**config.mk**
```make
export PLATFORM = sky130hd
export DESIGN_NAME = intersection_ctrl
export DESIGN_NICKNAME = d
export VERILOG_FILES = /design/src/rtl/intersection_ctrl.sv
export SDC_FILE = /design/constraint.sdc
export NUM_CORES = 1
export LEC_CHECK = 0
export BUFFER_PORTS_ARGS = -buffer_cell sky130_fd_sc_hd__buf_2
export CORE_MARGIN = 2
export CORE_UTILIZATION = 35
export DETAILED_ROUTE_END_ITERATION = 16
export PLACE_DENSITY = 0.54
export SKIP_LAST_GASP = 1
export SYNTH_ARGS = -nofsm -noshare
export SYNTH_HDL_FRONTEND = slang
export SYNTH_SLANG_ARGS = --single-unit
```
**constraint.sdc**
```tcl
create_clock -name clk -period 5.9 [get_ports clk]
set_input_delay 0.295 -clock clk [delete_from_list [all_inputs] [get_ports clk]]
set_output_delay 0.295 -clock clk [all_outputs]
set_load 0.03 [all_outputs]
```
**src/rtl/intersection_ctrl.sv**
```systemverilog
// Two-head intersection scheduler: main road A holds green, side/ped requests buy one bounded A->B->A cycle.
// Optional pedestrian early-exit path enabled by PED_PASS_EN; lamps and phase registered, async reset forces A green.
module intersection_ctrl #(
  parameter int G_MIN   = 64,
  parameter int G_MAX   = 512,
  parameter int B_TIME  = 128,
  parameter int Y_TIME  = 32,
  parameter int AR_TIME = 8,
  parameter int CNT_W   = 10
) (
  input  logic       clk,
  input  logic       rst_n,
  input  logic       req_b,
  input  logic       pass,
  output logic       a_R,
  output logic       a_G,
  output logic       a_Y,
  output logic       b_R,
  output logic       b_G,
  output logic       b_Y,
  output logic [2:0] phase
);

  typedef enum logic [2:0] {
    A_GRN = 3'd0,
    A_YEL = 3'd1,
    AR1   = 3'd2,
    B_GRN = 3'd3,
    B_YEL = 3'd4,
    AR2   = 3'd5
  } state_t;

  localparam logic [CNT_W-1:0] GMIN_LAST = CNT_W'(G_MIN - 1);
  localparam logic [CNT_W-1:0] GMAX_LAST = CNT_W'(G_MAX - 1);
  localparam logic [CNT_W-1:0] B_LAST    = CNT_W'(B_TIME - 1);
  localparam logic [CNT_W-1:0] Y_LAST    = CNT_W'(Y_TIME - 1);
  localparam logic [CNT_W-1:0] AR_LAST   = CNT_W'(AR_TIME - 1);

  state_t           state;
  state_t           state_nxt;
  logic [CNT_W-1:0] cnt;
  logic             pend_v;
  logic             pend_p;
  logic [5:0]       lamps;

  // Lamp bundle order: {a_R, a_G, a_Y, b_R, b_G, b_Y}
  function automatic logic [5:0] lamps_of(input state_t s);
    logic [5:0] l;
    l = 6'b010_100;
    case (s)
      A_GRN:    l = 6'b010_100;
      A_YEL:    l = 6'b001_100;
      AR1, AR2: l = 6'b100_100;
      B_GRN:    l = 6'b100_010;
      B_YEL:    l = 6'b100_001;
      default:  l = 6'b010_100;
    endcase
    return l;
  endfunction

  always_comb begin
    state_nxt = state;
    case (state)
      A_GRN: if ((pend_p && cnt >= GMIN_LAST) || (pend_v && cnt >= GMAX_LAST))
               state_nxt = A_YEL;
      A_YEL: if (cnt == Y_LAST)  state_nxt = AR1;
      AR1:   if (cnt == AR_LAST) state_nxt = B_GRN;
      B_GRN: if (cnt == B_LAST)  state_nxt = B_YEL;
      B_YEL: if (cnt == Y_LAST)  state_nxt = AR2;
      AR2:   if (cnt == AR_LAST) state_nxt = A_GRN;
      default: state_nxt = A_GRN;
    endcase
  end

`ifdef PED_PASS_EN
  logic pend_p_q;
  assign pend_p = pend_p_q;
`else
  logic unused_pass;
  assign unused_pass = pass;
  assign pend_p      = 1'b0;
`endif

  always_ff @(posedge clk or negedge rst_n) begin
    if (!rst_n) begin
      state    <= A_GRN;
      cnt      <= '0;
      pend_v   <= 1'b0;
`ifdef PED_PASS_EN
      pend_p_q <= 1'b0;
`endif
      lamps    <= 6'b010_100;
    end else begin
      state <= state_nxt;
      lamps <= lamps_of(state_nxt);

      if (state_nxt != state)
        cnt <= '0;
      else if (!(state == A_GRN && cnt >= GMAX_LAST))
        cnt <= cnt + 1'b1;

      // Entering B green retires served requests; a request on that same edge survives.
      if (req_b)
        pend_v <= 1'b1;
      else if (state_nxt == B_GRN && state != B_GRN)
        pend_v <= 1'b0;
`ifdef PED_PASS_EN
      if (pass)
        pend_p_q <= 1'b1;
      else if (state_nxt == B_GRN && state != B_GRN)
        pend_p_q <= 1'b0;
`endif
    end
  end

  assign {a_R, a_G, a_Y, b_R, b_G, b_Y} = lamps;
  assign phase = state;

endmodule
```
# == Yosys cells after proc, flatten, opt, wreduce, memory -nomap -nowiden ==
# Index checks and enable logic that the tools add are counted.
# Widths: inputs -> output; s select.
# word_totals
ff_bits,20
word_cells,40
# classes
n_addsub,1
order_cmp,1
n_eq_ne,16
muxes,12
reduce_logical,6
# op_table
op,n
$pmux 6 s4,1
$mux 10,2
$mux 3,6
$pmux 3 s6,1
$eq 3x2->1 const B,4
$eq 3x3->1 const B,4
$add 10x1->10 const B,1
$eq 10x3->1 const B,1
$eq 10x5->1 const B,1
$eq 10x7->1 const B,1
$ge 10x9->1 const B,1
$eq 3x1->1 const B,2
$logic_and 1x1->1,3
$logic_not 3->1,1
$ne 3x2->1 const B,1
$ne 3x3->1,1
$mux 1,2
$ne 2x2->1 const B,1
$reduce_bool 2->1,1
$reduce_or 2->1,1

# == Longest topological paths before layout ==
# Gate-level depths: netlist (run 1).
# logic_depth
depth_word,8
ltp_mapped,8

# == Worst setup path after synthesis (run 1) ==
# No wires, ideal clock.
# synth_timing
path_kind,reg-to-reg
startpoint,register cnt[0]
endpoint,register cnt[6]
setup_time_ps,89
arrival_ps,1944
required_ps,5811
path_slack_ps,3867
stages_incl_launch_ff,9
path_cell_list,dfrtp_1 -> ha_1 -> and4_4 -> buf_6 -> a41oi_2 -> o22ai_1 -> o41a_1 -> buf_6 -> a211oi_4
# synth_via
elab_chain_cells,6
elab_cells_between_ends,18
classes_between,1 x add/sub; 1 x order compare; 5 x eq/ne; 9 x mux; 2 x reduce/logical
# synth_lines
item,line,rtl
"start, declared",41,logic [CNT_W-1:0] cnt;
"start signal, assigned",100,cnt <= cnt + 1'b1;
$ge 10x9->1,"64, 99",
$logic_and 1x1->1,64,A_GRN: if ((pend_p && cnt >= GMIN_LAST) || (pend_v && cnt >= GMAX_LAST))
$mux 3,64,
$pmux 3 s6,63,case (state)
$ne 3x3->1,97,if (state_nxt != state)
$ne 2x2->1 (no source line) or $mux 10 (tied branches),-,
# Several ways; a longest one is shown, not always the timed one. The select of a mux whose other input is x is not followed.
# A chain may end at the register's enable or synchronous reset.

# == Final worst setup path (run 1) ==
# Same ends and word-level chain as after synthesis.

==> impl_metrics.csv, run 1 <==
group,metric,value,unit
clock_network,cts_made_buffers,3,
sta,final-max-slew-violation-count,0,
power,clkPwrFrac,36.3,%
final_layout,drive_gt1_share,23.1,%
sta,final-setup-viol-count,0,
final_layout,multiInputGateArea,571,sq um
placement,routabilityCongestion,0.797,
floorplanning,fp.coreArea,3080,sq um
grt,grt_max_degree,21,
detailed_routing,ant_nets,0,
power,p_seq_share,62.1,%
critical_path,r2r_cells,6,
hold_path,min-delay-start,"req_b",
power,p_int,0.176,mW
detailed_routing,avgViaCountPerCell,5.18,
critical_path,endpoint_kind,"register",
power,p_sw,0.0451,mW
hold_path,hold_end,"pend_v",
final_layout,diodes,0,
critical_path,worst_r2r_endpoint,"cnt[6]",
detailed_routing,vias,855,
critical_path,critPathMaxFanout,10,
grt,grt_first_pass_wirelength,3.62,mm
power,p_sw_share,20.4,%
clock_network,h-tree-depth,1,
floorplanning,initial_core_util,37.1,%
synth,synth_edf_count,0,
detailed_routing,drt_first_pass_iters,4,
critical_path,reg2reg_slack,3620,ps
final_layout,fillers,322,
floorplanning,rows,20,
clock_network,cts_resized,0,
synth,syn-num-nets,117,
hold_path,min_path_type,"primary input to register",
sta,slew_headroom,68.9,%
final_layout,register_area,503,sq um
critical_path,arrival,2510,ps
power,pwr-share-comb,1.6,%
synth,synth_top_area_share,39.5,%
floorplanning,dieArea,3730,sq um
clock_network,clk_pin_slew_worst_paths,120,ps
detailed_routing,drt_iter0_drc,40,
placement,dp_hpwl,1.59,mm
synth,synth_top_area_cell,"dfrtp_1",
sta,skew,2.71,ps
synth,synth_top_flop_cell,"dfrtp_1",
floorplanning,die_h,61.1,um
final_layout,synthToLayoutAreaGrowth,8.11,%
synth,ys_ff_latch,20,
hold_path,hold_depth,2,
critical_path,worstPathRequired,6120,ps
sta,hold_viol,0,
detailed_routing,drc,0,
clock_network,cts.sinks,20,
synth,async_flop_share,100,%
critical_path,start_kind,"register",
synth,synth_area,1140,sq um
synth,postSynthAreaPerCell,10.2,sq um
sta,finalCritPeriodShare,38.7,%
placement,dpl.cell_count,160,
critical_path,regToRegStartpoint,"cnt[0]",
final_layout,layout.nets,127,
clock_network,max-clock-path-buffers,2,
clock_network,cts_tree,"done",
power,leakagePower,0.514,nW
synth,yosysWarningCount,0,
power,power_density,179,nW/um^2
synth,synth_area_leaders,"dfrtp_1, dfstp_2, nor2_1",
detailed_routing,wirelength,2.18,mm
floorplanning,die_w,61.1,um
grt,antenna_found_initial,0,
synth,synthDistinctLibCells,41,
synth,synth_seq_area_share,44.1,%
sta,rsz0062_at_grt,"false",
synth,synth_most_common_cell,"dfrtp_1",
floorplanning,ios,13,
placement,portBuffers,11,
sta,max_freq,0.438,GHz
sta,period_needed,2280,ps
final_layout,post-route-util,40.1,%
power,power,0.221,mW
power,ir_worst_vdd,0.0000895,V
job,drv_cap,0,
sta,tightest_slew,463,ps
clock_network,clk_latency,300,ps
grt,grt_pass1_vias,777,
synth,synthCells,112,
sta,tns,0,ps
grt,grtUsageTotal,13.3,%
clock_network,clk_root_buffer_cell,"clkbuf_4",
detailed_routing,wl_per_cell,13.2,um
synth,synthTopCellsByCount,"dfrtp_1, nor2_1, nand2_1, o21ai_0, a21oi_1",
critical_path,path_class,"register to register",
final_layout,stdcell_count,165,
status,outcome,"finished clean",
grt,overflow,0,
## power by group through the flow
stage	clock network (mW)	registers (mW)	logic (mW)
global placement	0	0.140	0.00332
CTS	0.0844	0.137	0.00393
finish	0.0801	0.137	0.00361
detailed placement	0	0.140	0.00343
global route	0.0884	0.137	0.00435
floorplan	0	0.140	0.0000978
## layout make-up
class	count	area share, %
Clock buffer	4	2.94
Sequential cell	20	40.8
Timing Repair Buffer	12	5.27
Inverter	1	0.304
Tap cell	44	4.46
Multi-Input combinational cell	84	46.2
## worst max-delay path by stage
stage	from	endpoint	cells past startpoint
3_3_place_gp	cnt[0]	cnt[6]	6
4_1_cts	cnt[0]	cnt[6]	6
3_5_place_dp	cnt[0]	cnt[6]	6
2_1_floorplan	cnt[0]	cnt[6]	8
6_report	cnt[0]	cnt[6]	6
5_1_grt	cnt[0]	cnt[6]	6
## registers in the layout, indices dropped and copies added, names as in the netlist
| signal | cells |
|---|---|
| cnt | 10 |
| phase | 3 |
| pend_v | 1 |
| lamps | 6 |
## layer usage
| metal | GRT usage, % | routed length, um | up-vias |
|---|---|---|---|
| met5 | 0 | 0 | - |
| met4 | 5.59 | 18 | 0 |
| met3 | 2.52 | 70 | 2 |
| met2 | 21.4 | 1040 | 16 |
| met1 | 17.5 | 1050 | 410 |
| li1 | - | - | 427 |
## through the flow
step	setup slack, ps	hold slack (ps)	instance area [sq um]
3_3_place_gp	3640	262	1190
3_5_place_dp	3640	268	1190
4_1_cts	3600	166	1230
6_report	3620	179	1230
5_1_grt	3450	171	1230
2_1_floorplan	3870	-0.591	1140
## cell usage in the layout (no fill, tap or decap), types with 4 or more instances in the layout
cell / n
dfrtp_1: 18
nor2_1: 14
buf_2: 11
nand2_1: 8
o21ai_0: 7
a21oi_1: 6
xor2_1: 4
## worst max-delay path: stages, from the launching register on
cell      delay, ps
dfrtp_1         430
ha_1            270
and4_4          200
a41oi_2         330
o22ai_1         190
o41a_1          570
a211oi_4        210
## timing repair
item / 4_1_cts / 5_1_grt
setup buffers: 0 / 0
hold buffers: 1 / 0
endpoints found under the hold margin: 18 / 0
## logic make-up after synthesis
logic type,after synthesis,synth area share [%]
AOI/OAI and AO/OA,32,21.9
xor gates and xnor gates,4,3.07
adders and majority gates,1,1.10
buffers and inverters,8,5.92
DFF,20,44.1
muxes,1,0.877
and+or+nand+nor,46,23.0
(Power assumes the default switching activity.)
==> run 2, diff against run 1 <==
==> constraint.sdc (replaced) <==
create_clock -name clk -period 2.3 [get_ports clk]
set_input_delay 0.115 -clock clk [delete_from_list [all_inputs] [get_ports clk]]
set_output_delay 0.115 -clock clk [all_outputs]
set_load 0.03 [all_outputs]
==> run 2 against run 1 <==
  * Fmax increased by 7.2%
  * Utilization increased by 2.2 points
  * Clock power increased to 3.6 times the previous value
  * Die area unchanged
  * Total power increased to 2.9 times the previous value
  * Sequential share of layout area decreased by 2.1 points
  * Largest cell class unchanged
  * Highest routed layer unchanged
==> impl_metrics.csv, run 2 (synthesis results as in run 1) <==
group,metric,value,unit
final_layout,synthToLayoutAreaGrowth,13.9,%
grt,grt_first_pass_wirelength,3.67,mm
sta,hold_viol,0,
placement,portBuffers,11,
critical_path,start_kind,"register",
hold_path,min_path_type,"primary input to asynchronous set/reset pin",
clock_network,cts_tree,"done",
sta,skew,4.11,ps
floorplanning,ios,13,
detailed_routing,avgViaCountPerCell,5.18,
final_layout,layout.nets,132,
final_layout,stdcell_count,170,
final_layout,final_common_cell,"dfrtp_1",
final_layout,drive_gt1_share,26.2,%
power,ir_worst_vdd,0.000431,V
sta,max_freq,0.469,GHz
floorplanning,die_w,61.1,um
placement,dpl.cell_count,164,
clock_network,clk_root_buffer_cell,"clkbuf_4",
power,leakagePower,0.551,nW
floorplanning,fp.coreArea,3080,sq um
critical_path,worstPathRequired,2530,ps
sta,period_needed,2130,ps
sta,tightest_slew,530,ps
detailed_routing,wirelength,2.17,mm
detailed_routing,vias,880,
floorplanning,rows,20,
critical_path,arrival,2360,ps
grt,antenna_found_initial,0,
grt,grt_max_degree,21,
sta,final-setup-viol-count,0,
detailed_routing,drt_first_pass_iters,4,
sta,rsz0062_at_grt,"false",
final_layout,post-route-util,42.2,%
final_layout,final_cell_mix,"dfrtp_1, nor2_1, buf_2",
final_layout,largest_reg_flops,10,
grt,overflow,0,
sta,finalCritPeriodShare,92.7,%
final_layout,diodes,0,
placement,place_ws,109,ps
clock_network,cts_made_buffers,3,
placement,routabilityCongestion,0.779,
floorplanning,dieArea,3730,sq um
power,power_density,501,nW/um^2
sta,final-max-slew-violation-count,0,
clock_network,clk_pin_slew_worst_paths,120,ps
detailed_routing,drc,0,
job,drv_cap,0,
detailed_routing,ant_nets,0,
critical_path,path_class,"register to register",
clock_network,clk_latency,300,ps
critical_path,endpoint_kind,"register",
final_layout,regMostFlops,"cnt",
floorplanning,initial_core_util,37.1,%
grt,grtUsageTotal,13.4,%
detailed_routing,drt_iter0_drc,26,
clock_network,cts.sinks,20,
sta,tns,0,ps
placement,dp_hpwl,1.52,mm
clock_network,cts_setup_buffers,0,
critical_path,critPathMaxFanout,10,
floorplanning,die_h,61.1,um
status,outcome,"finished clean",
sta,setup_ws,168,ps
clock_network,h-tree-depth,1,
grt,grt_pass1_vias,783,
sta,slew_headroom,64.4,%
detailed_routing,wl_per_cell,12.8,um
clock_network,max-clock-path-buffers,2,
==> run 2: changes by cell type in the layout (fill, tap and decap cells not counted), sizes merged <==
cell,before,now
bufinv,0,1
clkbuf,4,3
buf,11,15
dlygate4sd3,1,2
==> run 2: metal layers <==
| layer | global-route usage [%] | vias to the layer above | wire length (um) |
|---|---|---|---|
| met5 | 0 | - | 0 |
| met4 | 3.73 | 0 | 14 |
| met3 | 4.41 | 2 | 73 |
| met2 | 22.0 | 12 | 1010 |
| met1 | 17.0 | 424 | 1070 |
| li1 | - | 442 | - |
==> run 2: final timing paths <==
path / start / endpoint / slack [ps] / cells past startpoint
worst max-delay path: cnt[0] / cnt[6] / 170 / 6
worst min-delay path: rst_n / lamps[5] / 270 / 2
worst max register to register: cnt[0] / cnt[6] / 170 / 6
worst min register to register: pend_v / pend_v / 530 / 2
max in group asynchronous: rst_n / lamps[2] / 1700 / 2
min in group clk: req_b / pend_v / 530 / 3
==> run 2: report_power, final <==
group	total [mW]	internal, mW	switching [mW]
clock	0.289	0.176	0.113
sequential	0.352	0.352	0
combinational	0.0106	0.00363	0.00700
total	0.651	0.531	0.120
==> run 2: cell type report <==
| type | instances | area [sq um] |
|---|---|---|
| inverter | 1 | 3.75 |
| timing repair buffer | 17 | 105 |
| fill | 320 | 1780 |
| tap | 44 | 55.1 |
| clock buffer | 3 | 22.5 |
| sequential | 20 | 503 |
| multi-input combinational | 84 | 581 |
| clock inverter | 1 | 30.0 |
==> run 2: stage by stage <==
stage          area [sq um]  hold slack [ps]  power (mW)
3_5_place_dp           1220             86.4       0.367
2_1_floorplan          1140             -181       0.359
3_3_place_gp           1220             82.9       0.367
4_1_cts                1290              276       0.665
5_1_grt                1300              291       0.678
6_report               1300              268       0.651
==> run 2: repair_timing <==
item	4_1_cts	5_1_grt
resized for setup	0	2
setup endpoints to repair	0	6
hold buffers	2	0
endpoints found under the hold margin	19	0
==> run 2: worst max-delay path, stage by stage, from the launching register on <==
cell and delay [ps]:
dfrtp_1 400, ha_1 240, and4_4 300, and4_4 270
o22ai_4 100, o41a_4 570, a211oi_4 160
